===== config.mk =====
export PLATFORM = sky130hd
export DESIGN_NAME = sram_controller
export DESIGN_NICKNAME = d
export VERILOG_FILES = /design/src/rtl/sram_controller_pkg.sv /design/src/rtl/sram_wait_counter.sv /design/src/rtl/sram_controller.sv
export SDC_FILE = /design/constraint.sdc
export NUM_CORES = 1
export LEC_CHECK = 0
export ABC_CLOCK_PERIOD_IN_PS = 2400
export BUFFER_PORTS_ARGS = -buffer_cell sky130_fd_sc_hd__buf_2
export CORE_MARGIN = 2
export CORE_UTILIZATION = 45
export DETAILED_ROUTE_END_ITERATION = 10
export GPL_ROUTABILITY_DRIVEN = 0
export PLACE_DENSITY = 0.78
export SYNTH_ARGS = -nofsm -noshare
export SYNTH_HDL_FRONTEND = slang
export SYNTH_SLANG_ARGS = --single-unit
export TNS_END_PERCENT = 5

===== constraint.sdc =====
create_clock -name clk -period 2.4 [get_ports clk]
set_input_delay 0.36 -clock clk [delete_from_list [all_inputs] [get_ports clk]]
set_output_delay 0.36 -clock clk [all_outputs]
set_load 0.005 [all_outputs]

===== src/rtl/sram_controller_pkg.sv =====
// sram_controller_pkg: shared widths and FSM state encoding for the SRAM controller.
package sram_controller_pkg;
  localparam int WORD_WIDTH      = 32;
  localparam int SRAM_ADDR_WIDTH = 18;
  localparam int SRAM_DATA_WIDTH = 16;
  typedef enum logic [1:0] {IDLE = 2'd0, LOW = 2'd1, HIGH = 2'd2, DONE = 2'd3} state_e;
endpackage


===== src/rtl/sram_wait_counter.sv =====
// sram_wait_counter: loadable down-counter that parks at zero; tc_o flags the final cycle of a phase.
module sram_wait_counter #(
  parameter int W = 4
) (
  input  logic         clk,
  input  logic         rst_n,
  input  logic         load_i,
  input  logic [W-1:0] load_val_i,
  output logic         tc_o
);
  logic [W-1:0] cnt_q, cnt_d;
  always_comb cnt_d = load_i ? load_val_i : (cnt_q == '0 ? cnt_q : cnt_q - 1'b1);
  always_ff @(posedge clk or negedge rst_n) begin
    if (!rst_n) cnt_q <= '0;
    else        cnt_q <= cnt_d;
  end
  assign tc_o = (cnt_q == '0);
endmodule


===== src/rtl/sram_controller.sv =====
// sram_controller: splits 32-bit CPU accesses into two 16-bit SRAM half-word phases (LOW then HIGH).
// Define SRAM_ADDR_CHECK_EN to reject out-of-range or misaligned addresses with addr_err.
module sram_controller
  import sram_controller_pkg::*;
#(
  parameter int WAIT_CYCLES = 2,
  parameter int BASE_ADDR   = 1024
) (
  input  logic                       clk,
  input  logic                       rst,
  input  logic                       rd_en,
  input  logic                       wr_en,
  input  logic [WORD_WIDTH-1:0]      address,
  input  logic [WORD_WIDTH-1:0]      write_data,
  output logic [WORD_WIDTH-1:0]      read_data,
  output logic                       ready,
  output logic                       addr_err,
  output logic [SRAM_ADDR_WIDTH-1:0] sram_addr,
  output logic [SRAM_DATA_WIDTH-1:0] sram_dq_out,
  input  logic [SRAM_DATA_WIDTH-1:0] sram_dq_in,
  output logic                       sram_dq_oe,
  output logic                       sram_we_n
);
  localparam logic [3:0] RELOAD = 4'(WAIT_CYCLES - 1);
  state_e                       state_q, state_d;
  logic [SRAM_ADDR_WIDTH-2:0]   word_q, word_d;
  logic [WORD_WIDTH-1:0]        wdata_q, wdata_d, rdata_q, rdata_d;
  logic [SRAM_DATA_WIDTH-1:0]   lo_q, lo_d;
  logic                         wr_q, wr_d, load, tc, req, bad, act;
  assign req = rd_en | wr_en;
`ifdef SRAM_ADDR_CHECK_EN
  logic                  err_q;
  logic [WORD_WIDTH-1:0] off;
  assign off = address - WORD_WIDTH'(BASE_ADDR);
  assign bad = (address < WORD_WIDTH'(BASE_ADDR)) | (off >= 32'h0008_0000) | (|address[1:0]);
  always_ff @(posedge clk or negedge rst) begin
    if (!rst)                       err_q <= 1'b0;
    else if (state_q == IDLE && req) err_q <= bad;
  end
  assign addr_err = err_q & (state_q == DONE);
`else
  assign bad      = 1'b0;
  assign addr_err = 1'b0;
`endif
  sram_wait_counter #(.W(4)) u_wait (
    .clk        (clk),
    .rst_n      (rst),
    .load_i     (load),
    .load_val_i (RELOAD),
    .tc_o       (tc)
  );
  always_comb begin
    state_d = state_q;
    load    = 1'b0;
    word_d  = word_q;
    wdata_d = wdata_q;
    wr_d    = wr_q;
    unique case (state_q)
      IDLE: if (req) begin
        word_d  = 17'((address - WORD_WIDTH'(BASE_ADDR)) >> 2);
        wdata_d = write_data;
        wr_d    = wr_en;
        load    = ~bad;
        state_d = bad ? DONE : LOW;
      end
      LOW: if (tc) begin
        load    = 1'b1;
        state_d = HIGH;
      end
      HIGH: state_d = tc ? DONE : HIGH;
      DONE: state_d = IDLE;
    endcase
  end
  // The low half is staged so read_data only changes once the whole word is in.
  always_comb begin
    lo_d    = (state_q == LOW && tc && !wr_q) ? sram_dq_in : lo_q;
    rdata_d = (state_q == HIGH && tc && !wr_q) ? {sram_dq_in, lo_q} : rdata_q;
  end
  always_ff @(posedge clk or negedge rst) begin
    if (!rst) begin
      state_q <= IDLE;
      word_q  <= '0;
      wdata_q <= '0;
      wr_q    <= 1'b0;
      lo_q    <= '0;
      rdata_q <= '0;
    end else begin
      state_q <= state_d;
      word_q  <= word_d;
      wdata_q <= wdata_d;
      wr_q    <= wr_d;
      lo_q    <= lo_d;
      rdata_q <= rdata_d;
    end
  end
  assign act         = (state_q == LOW) | (state_q == HIGH);
  assign sram_addr   = act ? {word_q, state_q == HIGH} : '0;
  assign sram_dq_oe  = act & wr_q;
  assign sram_dq_out = sram_dq_oe ? (state_q == HIGH ? wdata_q[31:16] : wdata_q[15:0]) : '0;
  assign sram_we_n   = ~(sram_dq_oe & tc);
  assign ready       = ~req | (state_q == DONE);
  assign read_data   = rdata_q;
endmodule


After elaboration in Yosys (flattened, before gate mapping)
Cells that the tools add are included.
Word-level totals
  flip-flop bits (word level): 104
  output and inout port bits: 70
  input bits: 84
  word-level logic and storage cells: 43
Cells by class
  mux-type cells: 12
  reduce and logical (&&, ||, !) cells: 9
  bitwise operators: 7
  equality and inequality tests: 6
  add/subtract/negate cells: 2
Operators by type and width (count)
  $mux W16: 2
  $sub A19 B11 Y19 const B: 1
  $mux W18: 1
  $mux W4: 2
  $pmux W2 S4: 1
  $eq A2 B2 Y1 const B: 2
  $logic_and A1 B1 Y1: 4
  $logic_not A4 Y1: 1
  $mux W2: 2
  $ne A2 B2 Y1 const B: 2
  $reduce_and A2 Y1: 2
  $sub A4 B1 Y4 const B: 1
  $mux W1: 3
  $or A1 B1 Y1: 3
  $and A1 B1 Y1: 2
  $eq A2 B1 Y1 const B: 1
  $logic_not A2 Y1: 1
  $ne A2 B1 Y1 const B: 1
  $not A1 Y1: 2
  $pmux W1 S2: 1
  $logic_not A1 Y1: 1

Longest topological paths before layout
  depth after elaboration: 5
  depth in mapped cells: 7
  gate-level depth less buffers: 5

Cells and area by module
A second synthesis with hierarchy kept.
Second synthesis, totals
  cells, all modules: 422
  area, all modules: 4519.3 um^2
Modules (own cells, without submodules)
  sram_controller: sequential area each 2502.4 um^2, times used 1, area an instance 4285.4 um^2, cells an instance 400
  sram_wait_counter: sequential area each 100.1 um^2, times used 1, area an instance 234.0 um^2, cells an instance 22

Worst setup path after synthesis
OpenSTA, ideal clock, no wires.
  path type: flip-flop to output port
  start: reg state_q[0]
  end: out sram_dq_out[10]
  slack: 0.617 ns
  stages on the path, launching flop included: 7
  path buffers: 2
  arrival: 1.423 ns
  required time: 2.040 ns
  cell sequence: dfrtp_1 > inv_1 > ha_1 > clkbuf_1 > nand2_1 > clkbuf_1 > nor2_1
Between the ends
  longest elaborated chain between the ends: 4
  elaborated cells on any way between the ends: 6
  classes of those cells: eq/ne (2); mux (2); bitwise (2)
RTL lines
  start, declared: RTL line sram_controller.sv:25  | state_e state_q, state_d;
  start signal, assigned: RTL line sram_controller.sv:88  | state_q <= state_d;
  $eq A2 B1 Y1 / $eq A2 B2 Y1 (equally long branches): RTL line sram_controller.sv:96, sram_controller.sv:99
  $or A1 B1 Y1: RTL line sram_controller.sv:96  | assign act = (state_q == LOW) | (state_q == HIGH);
  $and A1 B1 Y1: RTL line sram_controller.sv:98  | assign sram_dq_oe = act & wr_q;
  $mux W16 *: RTL line sram_controller.sv:99  | assign sram_dq_out = sram_dq_oe ? (state_q == HIGH ? wdata_q[31:16] : wdata_q[15:0]) : '0;
  end, declared: RTL line sram_controller.sv:19  | output logic [SRAM_DATA_WIDTH-1:0] sram_dq_out,
Mark *: on every way between the ends. The rest lies on a longest branch, timed or not.

Worst setup path in the final report
  start: reg state_q[0]
  end: out sram_dq_out[6]
The elaborated chain is that of the path after synthesis.

==> results.json <==
{
  "outcome": "completed",
  "setup_ws_ps": 222.8,
  "crit_path_end_kind": "primary output",
  "syn_area_per_cell_um2": 10.80,
  "cts_tree": "done",
  "final_nets": 646,
  "holdCritPathClass": "in -> reg",
  "postCtsResizedCells": 0,
  "dp_cells": 676,
  "drive_above_1_share_pct": 31.96,
  "fin_crit_ps": 2177,
  "cts_sinks": 104,
  "drtIter0Drc": 73,
  "post_cts_buffers": 0,
  "synthFlopType": "dfrtp_1",
  "startpoint": "state_q[0]",
  "post_dp_cell_area_mm2": 0.005381,
  "yosysUniqueCellTypes": 33,
  "die_h_um": 104.4,
  "reg2reg_slack_ps": 530,
  "synth_area_leader_cell": "dfrtp_1",
  "grt_max_degree": 51,
  "slew_headroom_pct": 20.65,
  "synth_most_common_cell": "nand2_1",
  "critical_path.startpoint_type": "register",
  "gr-total-overflow": 0,
  "hold_start": "write_data[10]",
  "syn_nets": 511,
  "start_util_pct": 46.42,
  "via_per_inst": 4.824,
  "worstSkewPairLatency_ps": 350,
  "firstDrtPassIters": 4,
  "grt_use_total_pct": 17.67,
  "ir_drop_mv": 0.6139,
  "slew_violations": 0,
  "finalSetupViolations": 0,
  "rsz0062_at_grt": "false",
  "worst_pin_slew_ps": 1186,
  "totalWireLength_um": 9136,
  "h-tree-depth": 3,
  "wl_per_cell_um": 13.18,
  "finalSetupTns_ps": 0,
  "antenna_found_initial": 0,
  "fp.coreArea_mm2": 0.009774,
  "clkTransAtPathRegs_ps": 100,
  "pwr_density_cell_mw_per_mm2": 1284,
  "synth_common_cells": "nand2_1 (131), dfrtp_1 (104), mux2_1 (40)",
  "antenna_left": 0,
  "worst-setup-path-type": "reg -> out",
  "clockRootBuffer": "clkbuf_8",
  "hold_slack_ps": 186.7,
  "numPortBuffers": 137,
  "dp_hpwl_um": 6739,
  "crit_fanout": 17,
  "route.detailed.drc": 0,
  "pre_cts_slack_ps": 519.3,
  "diodes": 0,
  "syn_to_final_growth_pct": 23.83,
  "die_x_um": 104.4,
  "cts_buffer_depth": 2,
  "stdcell_count": 693,
  "synth_edf_count": 0,
  "finalInstanceArea_mm2": 0.005618,
  "grt_pass1_wl_um": 15680,
  "synth.cell_area_mm2": 0.004537,
  "synth.ff_latch_count": 104,
  "finClkSkew_ps": 11.25,
  "power.total_mw": 7.211,
  "first_global_vias": 3377,
  "finalHoldViolations": 0,
  "synth.area.top_cells": "dfrtp_1 (57%), nand2_1 (11%), mux2_1 (9.9%)",
  "synth_top_cell_area_share_pct": 57.36,
  "min_period_over_period_pct": 90.72,
  "fin_util_pct": 57.48,
  "p_leak_nw": 2.909,
  "ctsHoldBuffers": 1,
  "via_count": 3343,
  "numCtsBuffers": 9,
  "num_rows": 36,
  "crit_required_ps": 2040,
  "ys_seq_area_share_pct": 57.36,
  "io-pin-count": 154,
  "syn_inst": 420,
  "reg2reg_from": "u_wait.cnt_q[0]",
  "synth-warning-count": 0,
  "max_cap_viol_count": 0,
  "die_area_mm2": 0.01090,
  "async_flop_share_pct": 100.0,
  "cp.arrival_ps": 1820,
  "fmax_mhz": 459.3
}
-- cell type report --
| cell class | instances | area, µm² |
|---|---|---|
| clock buffers | 9 | 123.9 |
| clock inverters | 7 | 102.6 |
| fillers | 886 | 4156 |
| inverters | 8 | 30.03 |
| multi-input cells | 287 | 1817 |
| flip-flops and latches | 104 | 2603 |
| well taps | 133 | 166.4 |
| repair buffers | 145 | 775.7 |
-- critical path, cell delays in order, from the launching register on --
cell and delay, ps:
dfrtp_1 420, inv_1 90, ha_1 200, buf_4 320, mux2i_1 240, nor2_1 70
buf_2 130
-- worst paths after layout --
path	to	cells past startpoint
worst max-delay path	sram_dq_out[6]	6
worst min-delay path	wdata_q[10]	3
worst max register to register	state_q[1]	5
worst min register to register	wdata_q[12]	2
max in group asynchronous	read_data[30]	3
min in group asynchronous	read_data[23]	2
-- registers in the layout (all words and copies together), names as in the netlist --
register      flops
word_q           17
u_wait.cnt_q      4
wr_q              1
lo_q             16
state_q           2
wdata_q          32
read_data        32
-- cells by family after synthesis --
| group | Yosys count | synth area share [%] |
|---|---|---|
| compound gates | 19 | 2.620 |
| xor+xnor | 3 | 0.5793 |
| fa+ha+maj | 7 | 1.930 |
| buf+inv | 29 | 2.868 |
| flops | 104 | 57.36 |
| mux | 68 | 16.41 |
| other cells | 1 | 0.08266 |
| simple gates | 189 | 18.15 |
-- per-layer routing --
| layer | routed length [µm] | GRT usage, % | share of wire (%) | vias up |
|---|---|---|---|---|
| met3 | 637 | 4.073 | 7.0 | 8 |
| met4 | 116 | 5.502 | 1.3 | 0 |
| met2 | 4109 | 28.10 | 45 | 118 |
| met1 | 4273 | 24.09 | 47 | 1586 |
| li1 | - | - | - | 1631 |
| met5 | 0 | 0 | 0 | - |
-- cells in the final DEF, fill, tap and decap left out, types with 7 or more instances in the layout --
cell and n:
buf_2 136, nand2_1 131, dfrtp_1 104, mux2_1 40, nor2_1 25, mux2i_1 17, and2_1 17, mux2_2 11
clkbuf_8 9, inv_1 8, ha_1 7
-- power by group --
part | switching, mW | internal [mW]
clock | 0.588 | 0.598
sequential | 0.451 | 2.62
combinational | 1.51 | 1.45
No activity file was read; power rests on OpenSTA's default activity.
